<file path="src/rtl/pc_fetch_seq.sv">
// rtl/pc_fetch_seq.sv - program counter and fetch sequencer with start/done handshake
//
// Optional feature macro: PC_FETCH_ICOUNT_EN (adds the icount output)
//
// Ports:
//   icount      out 16      instructions executed in the current/last run (PC_FETCH_ICOUNT_EN only)
//   clk         in  1       system clock, rising edge
//   reset       in  1       synchronous active-high reset
//   start       in  1       run request, level-sampled
//   halt        in  1       decoded halt for the instruction at pc
//   br_taken    in  1       branch condition true for the instruction at pc
//   br_rel      in  1       1 = relative branch, 0 = absolute branch through the LUT
//   br_lut_idx  in  LUT_AW  LUT index for an absolute branch
//   br_off      in  OFF_W   signed relative branch offset
//   lut_we      in  1       LUT write enable (IDLE/HALTED only)
//   lut_waddr   in  LUT_AW  LUT write address
//   lut_wdata   in  PC_W    LUT write data
//   pc          out PC_W    current instruction address
//   running     out 1       high while in RUN
//   done        out 1       program finished (halt or wrap fault)
//   fault       out 1       pc wrapped past its top address without a halt
module pc_fetch_seq #(
   parameter int PC_W       = 10,
   parameter int LUT_AW     = 4,
   parameter int OFF_W      = 6,
   parameter int START_ADDR = 0
) (
`ifdef PC_FETCH_ICOUNT_EN
   output logic [15:0]       icount,
`endif
   input  logic              clk,
   input  logic              reset,
   input  logic              start,
   input  logic              halt,
   input  logic              br_taken,
   input  logic              br_rel,
   input  logic [LUT_AW-1:0] br_lut_idx,
   input  logic [OFF_W-1:0]  br_off,
   input  logic              lut_we,
   input  logic [LUT_AW-1:0] lut_waddr,
   input  logic [PC_W-1:0]   lut_wdata,
   output logic [PC_W-1:0]   pc,
   output logic              running,
   output logic              done,
   output logic              fault
);

   localparam logic [PC_W-1:0] START_PC = PC_W'(START_ADDR);

   typedef enum logic [1:0] {IDLE, ARMED, RUN, HALTED} state_t;

   state_t            state, state_nxt;
   logic [PC_W-1:0]   pc_nxt;
   logic              running_nxt, done_nxt, fault_nxt;
   logic [PC_W-1:0]   lut [0:2**LUT_AW-1];
   logic [PC_W-1:0]   off_ext;
   logic              lut_open;
   logic              start_accept;

   // Relative offsets are two's complement; the add wraps modulo 2^PC_W.
   assign off_ext      = {{(PC_W-OFF_W){br_off[OFF_W-1]}}, br_off};
   assign lut_open     = (state == IDLE) || (state == HALTED);
   assign start_accept = lut_open && start;

   always_comb begin
      state_nxt   = state;
      pc_nxt      = pc;
      running_nxt = running;
      done_nxt    = done;
      fault_nxt   = fault;
      case (state)
         IDLE: begin
            if (start) begin
               pc_nxt    = START_PC;
               state_nxt = ARMED;
            end
         end
         ARMED: begin
            // Wait for start to fall so a held start never launches the program.
            if (!start) begin
               state_nxt   = RUN;
               running_nxt = 1'b1;
            end
         end
         RUN: begin
            if (halt) begin
               state_nxt   = HALTED;
               running_nxt = 1'b0;
               done_nxt    = 1'b1;
            end else if (br_taken && br_rel) begin
               pc_nxt = pc + off_ext;
            end else if (br_taken) begin
               pc_nxt = lut[br_lut_idx];
            end else if (pc == {PC_W{1'b1}}) begin
               // Falling off the top of memory: stop with a fault instead of wrapping silently.
               pc_nxt      = '0;
               fault_nxt   = 1'b1;
               done_nxt    = 1'b1;
               running_nxt = 1'b0;
               state_nxt   = HALTED;
            end else begin
               pc_nxt = pc + PC_W'(1);
            end
         end
         HALTED: begin
            if (start) begin
               done_nxt  = 1'b0;
               fault_nxt = 1'b0;
               pc_nxt    = START_PC;
               state_nxt = ARMED;
            end
         end
         default: state_nxt = IDLE;
      endcase
   end

   always_ff @(posedge clk) begin
      if (reset) begin
         state   <= IDLE;
         pc      <= START_PC;
         running <= 1'b0;
         done    <= 1'b0;
         fault   <= 1'b0;
      end else begin
         state   <= state_nxt;
         pc      <= pc_nxt;
         running <= running_nxt;
         done    <= done_nxt;
         fault   <= fault_nxt;
      end
   end

   // The LUT is frozen while a program is armed or running.
   always_ff @(posedge clk) begin
      if (reset) begin
         for (int i = 0; i < 2**LUT_AW; i++) lut[i] <= '0;
      end else if (lut_we && lut_open) begin
         lut[lut_waddr] <= lut_wdata;
      end
   end

`ifdef PC_FETCH_ICOUNT_EN
   always_ff @(posedge clk) begin
      if (reset || start_accept) begin
         icount <= '0;
      end else if (state == RUN && icount != 16'hFFFF) begin
         icount <= icount + 16'd1;
      end
   end
`else
   logic unused_start_accept;
   assign unused_start_accept = start_accept;
`endif

endmodule

</file>
<file path="config.mk">
export PLATFORM = sky130hd
export DESIGN_NAME = pc_fetch_seq
export DESIGN_NICKNAME = d
export VERILOG_FILES = /design/src/rtl/pc_fetch_seq.sv
export SDC_FILE = /design/constraint.sdc
export NUM_CORES = 1
export LEC_CHECK = 0
export BUFFER_PORTS_ARGS = -buffer_cell sky130_fd_sc_hd__buf_2
export CAP_MARGIN = 20
export CORE_MARGIN = 10
export CORE_UTILIZATION = 55
export CTS_CLUSTER_SIZE = 40
export DETAILED_ROUTE_END_ITERATION = 6
export GPL_ROUTABILITY_DRIVEN = 0
export HOLD_SLACK_MARGIN = 0.02
export PLACE_DENSITY = 0.73
export SYNTH_ARGS = -nofsm -noshare
export SYNTH_HDL_FRONTEND = slang
export SYNTH_SLANG_ARGS = --single-unit
</file>
<file path="constraint.sdc">
create_clock -name clk -period 5.15 [get_ports clk]
set_clock_uncertainty 0.15 [all_clocks]
set_input_delay 1.03 -clock clk [delete_from_list [all_inputs] [get_ports clk]]
set_output_delay 1.03 -clock clk [all_outputs]
set_load 0.05 [all_outputs]
</file>
[After elaboration in Yosys (flattened, before gate mapping)]
Memories as Yosys holds them, arrays and structs flattened.
Cells that the tools add are included.
Cells by class
  bitwise logic cells: 0
  reductions and logical operators: 14
  equality and inequality tests: 14
  order comparisons: 0
  shifts and indexed selects: 0
  multiplexer cells: 35
  multipliers: 0
  add/sub/neg operators: 2
  div/mod/pow operators: 0
Operators by type and width (number)
  $mux 10: 6
  $pmux 10 s2: 1
  $mux 1: 17
  $reduce_and 5->1: 3
  $mux 2: 6
  $ne 2x2->1 const B: 6
  $add 10x1->10 const B: 1
  $add 10x10->10: 1
  $eq 10x10->1 const B: 1
  $reduce_or 10->1: 1
  $ne 3x3->1 const B: 3
  $pmux 1 s2: 3
  $pmux 2 s3: 1
  $reduce_and 6->1: 1
  $reduce_bool 2->1: 3
  $eq 2x2->1 const B: 2
  $mux 4: 1
  $reduce_and 3->1: 1
  $eq 2x1->1 const B: 1
  $logic_and 1x1->1: 2
  $logic_not 2->1: 1
  $ne 2x1->1 const B: 1
  $reduce_or 2->1: 1
  $logic_or 1x1->1: 1
Storage, ports and cells
  bits in registers: 15
  RAM bits: 160
  bits in read-only memories: 0
  memories: 1
  input port bits: 31
  bits in latches: 0
Memory list
  lut: depth 16, bits a word 10, read ports 1, clocked after Yosys merged registers in 0, wr ports 16, line 55  | logic [PC_W-1:0] lut [0:2**LUT_AW-1];

[Logic depth before layout (Yosys ltp)]
  word-level depth: 8
  gate-level depth with buffers: 9

[Worst setup path after synthesis]
Ideal clock, no wire load.
  path type: input port to flip-flop
  start: input br_lut_idx[0]
  end: register pc[6]
  cell stages on the path: 6
  slack: 2.388 ns
  data arrival time: 2.495 ns
  path buffers: 1
  required time: 4.883 ns
  library setup time: 0.117 ns
  cells stage by stage: buf_6 > mux4_2 > mux2_2 > a222oi_1 > o21ai_1 > a22o_1
Between the ends
  word-level cells in the longest chain between the ends: 5
RTL lines
  from (decl): line 37  | input logic [LUT_AW-1:0] br_lut_idx,
  $mem_v2 16x10
  $mux 10: line 92  | end else if (br_taken) begin
  $mux 10: line 90  | end else if (br_taken && br_rel) begin
  $mux 10: line 86  | if (halt) begin
  $pmux 10 s2: line 71  | case (state)
  to (signal assigned): line 126  | pc <= pc_nxt;
  to (decl): line 42  | output logic [PC_W-1:0] pc,
No other way between the ends. The select of a mux whose other input is x is not followed.
A chain may end at the register's enable or synchronous reset.

[Worst setup path in the final report]
  start: input br_lut_idx[0]
  end: register pc[9]
The elaborated chain is that of the path after synthesis.

==> metrics.md <==
| Metric | Value |
|---|---|
| CP required | `5.35 ns` |
| Ratio of final minimum period to clock period | `63.07%` |
| Via total after detailed routing | `5529` |
| Primary FF master, synth | `edfxtp_1` |
| Hold-fix buffers, CTS | `0` |
| Max_slew headroom | `32.71%` |
| Clock slew at reported path FFs | `0.06 ns` |
| Num CTS Buffers | `17` |
| Vias in the first global route | `5557` |
| Synthesized flop and latch total | `175` |
| Die height | `146.5 µm` |
| DP HPWL | `13850 µm` |
| CP arrival | `3.45 ns` |
| CP Launch Point | `br_lut_idx[0]` |
| Internal power | `2509 µW` |
| Top cell type's share of synthesized area | `54.60%` |
| Pins Over Slew Limit | `0` |
| Starting density of the core | `55.80%` |
| Global-route wire length before repair | `31580 µm` |
| Grt total ovfl | `0` |
| Net Count, Synth | `709` |
| Hold depth | `2` |
| Longest Clk Path Bufs | `2` |
| DRT iter0 DRCs | `721` |
| FP Rows | `46` |
| Unrepaired setup endpoints after global routing | `no` |
| Tmin final | `3.248 ns` |
| Async S/R FF share, synth | `0%` |
| Synth area leader | `edfxtp_1` |
| CTS-repair resized insts | `0` |
| CP delay by family, top | `compound AO/OA/AOI/OAI gates` |
| Combinational Power Share | `20.3%` |
| Syn avg cell area | `13.27 µm²` |
| Port bufs | `43` |
| WHS Endpoint | `done$_SDFFE_PP0P_` |
| Worst-margin pin slew | `1.009 ns` |
| Number of routed nets with antenna violations | `0` |
| Sequential element share of the synthesized area | `58.01%` |
| Clk pwr share | `30.9%` |
| Area grow syn2layout | `9.811%` |
| Min-Delay Path Class | `reg2reg` |
| Status | `completed` |
| CORE AREA | `15770 µm²` |
| Die Area | `21460 µm²` |
| # H-tree levels | `4` |
| Sw Ratio | `29.23%` |
| Post-synth EDFFs | `160` |
| Most frequent cells in the layout | `and2_1 (162), edfxtp_1 (160), buf_2 (43)` |
| Area of the mapped netlist | `8800 µm²` |
| IO Count | `44` |
| Crit Path Max Fanout | `27` |
| Critical path class | `in2reg` |
| Layout Cells excl Fill | `921` |
| Routed WL | `20430 µm` |
| # DRC | `0` |
| Top cells by area, synth | `edfxtp_1 (55%), and2_1 (12%), mux4_2 (10%)` |
| Commonest non-fill, non-tap cell in the layout | `and2_1` |
| Start point of the worst hold path | `done$_SDFFE_PP0P_` |
| # Post-CTS Setup Buffers | `0` |
| Nets | `738` |
| Cell-by-cell trace of the critical path | `buf_2, mux4_2, mux2i_1, and2_1, a2111oi_0, nand2b_1, o21ai_0` |
| Critical Path Sink Type | `flip-flop` |
| R2R cell count | `8` |
| PD cells | `366.9 nW/µm²` |
| CP max stage delay | `0.75 ns` |
| Die width | `146.5 µm` |
| Reg-to-reg slack, setup | `1.95 ns` |
| Clk sinks | `175` |
| Clock Tree Root | `clkbuf_16` |
| Sequential power share | `48.8%` |
| # setup viols final | `0` |
| Placed insts | `888` |
| Worst reg2reg path endpoint | `lut[11][4]$_SDFFCE_PN0P_` |
| Startpoint types | `primary input` |
| Worst r2r src | `state[0]$_SDFFE_PP0P_` |
| Total Routing Usage GR | `19.13%` |
| Layout cell share with drive strength beyond 1 | `19.46%` |
| CTS tree | `built` |
| Distinct cell type count after synthesis | `56` |
| CP Buf/Inv Count | `1` |
| Net Switching | `1036 µW` |
| Setup TNS | `0 ns` |
| Largest net degree at the start of global routing | `33` |
| Post-layout util | `61.27%` |
| Maximum VDD drop | `0.2053 mV` |
| Critical-path top delay cell | `buf_2` |
| Number of synthesis warnings | `0` |
| Final Hold Viols | `0` |
| Insertion delay of the later-clocked pin in the worst-skew pair | `0.42 ns` |
| Vias per cell | `6.003` |
| First-pass iteration count of the detailed router | `5` |
| Fmax | `307.9 MHz` |
| Routed len/inst | `22.18 µm` |
| Leakage | `0.003663 µW` |
| # Max-Cap Violations | `0` |
| Antenna violations before repair | `0` |
| Post-Synthesis Cells | `663` |
[Yosys cell counts, types with 2 or more instances]
library cell and n:
a2111oi_0 3, a211oi_1 4, a21o_1 2, a21oi_1 16
a22o_1 4, a22oi_1 3, a311oi_1 2, a31oi_1 3
and2_1 162, and3_1 2, buf_2 5, buf_4 2
clkbuf_1 32, dfxtp_1 15, edfxtp_1 160, ha_1 14
inv_1 13, mux2_2 4, mux2i_1 17, mux4_2 40
nand2_1 28, nand2b_1 6, nand3_1 8, nand4_1 2
nor2_1 32, nor3_1 10, nor3b_1 3, o21ai_0 11
o221ai_1 3, o31ai_1 4, o41ai_1 2, or2_2 17
or3_1 2, xnor2_1 6, xor2_1 5
[metrics by stage]
stage	hold slack (ns)	area, µm²	worst slack [ns]	total power [µW]
floorplan	0.3573	8800	2.388	2262
global placement	0.3132	9165	1.559	2449
CTS	0.3340	9656	1.918	3551
detailed placement	0.3264	9165	1.470	2470
global route	0.3704	9661	1.621	3688
finish	0.3357	9663	1.902	3545
[worst min-delay path, cell delays in order (launching register included)]
cell and delay, ns:
dfxtp_1 0.32, inv_1 0.05, a221oi_1 0.06
[flip-flops by register name (all words and copies together) (netlist names)]
| signal | count |
|---|---|
| running | 1 |
| done | 1 |
| fault | 1 |
| pc | 10 |
| state | 2 |
| lut | 160 |
[area by class of cell]
class	instances	area, µm²
tap	216	270.3
inverter	13	48.80
fill	1228	6107
timing repair buffer	52	280.3
clock buffer	22	444.2
sequential	175	5105
multi-input combinational	433	3466
antenna	1	2.502
clock inverter	9	46.29
[kinds of logic (layout without fill, tap and decap cells)]
| family | Yosys count | count (layout) | share of synthesized area (%) |
|---|---|---|---|
| simple gates | 277 | 277 | 17.94 |
| buf+inv | 55 | 96 | 2.602 |
| compound gates | 69 | 69 | 5.446 |
| fa+ha+maj | 15 | 15 | 2.218 |
| other cells | 0 | 1 | 0 |
| flops | 175 | 175 | 58.01 |
| xor+xnor | 11 | 11 | 1.095 |
| mux | 61 | 61 | 12.68 |
[worst max-delay path by stage]
stage / to / depth (start not counted)
floorplan: pc[6]$_SDFFE_PP0P_ / 6
global placement: pc[6]$_SDFFE_PP0P_ / 6
detailed placement: pc[9]$_SDFFE_PP0P_ / 7
CTS: pc[9]$_SDFFE_PP0P_ / 7
global route: lut[8][8]$_SDFFCE_PN0P_ / 8
finish: pc[9]$_SDFFE_PP0P_ / 7
[power groups by stage]
| stage | clock (µW) | sequential [µW] | combinational (µW) |
|---|---|---|---|
| after floorplan | 0 | 1830 | 432 |
| after global placement | 0 | 1750 | 699 |
| after detailed placement | 0 | 1760 | 712 |
| after CTS | 1110 | 1730 | 717 |
| after global routing | 1160 | 1740 | 784 |
| final | 1100 | 1730 | 720 |
[routing by layer]
metal	up-vias	wire (µm)	track usage, %
li1	2496	-	-
met4	0	657	8.458
met5	-	0	0
met1	2762	8532	24.88
met2	233	9626	30.10
met3	38	1612	4.388
Note: power is estimated with default switching activity, not from simulation.
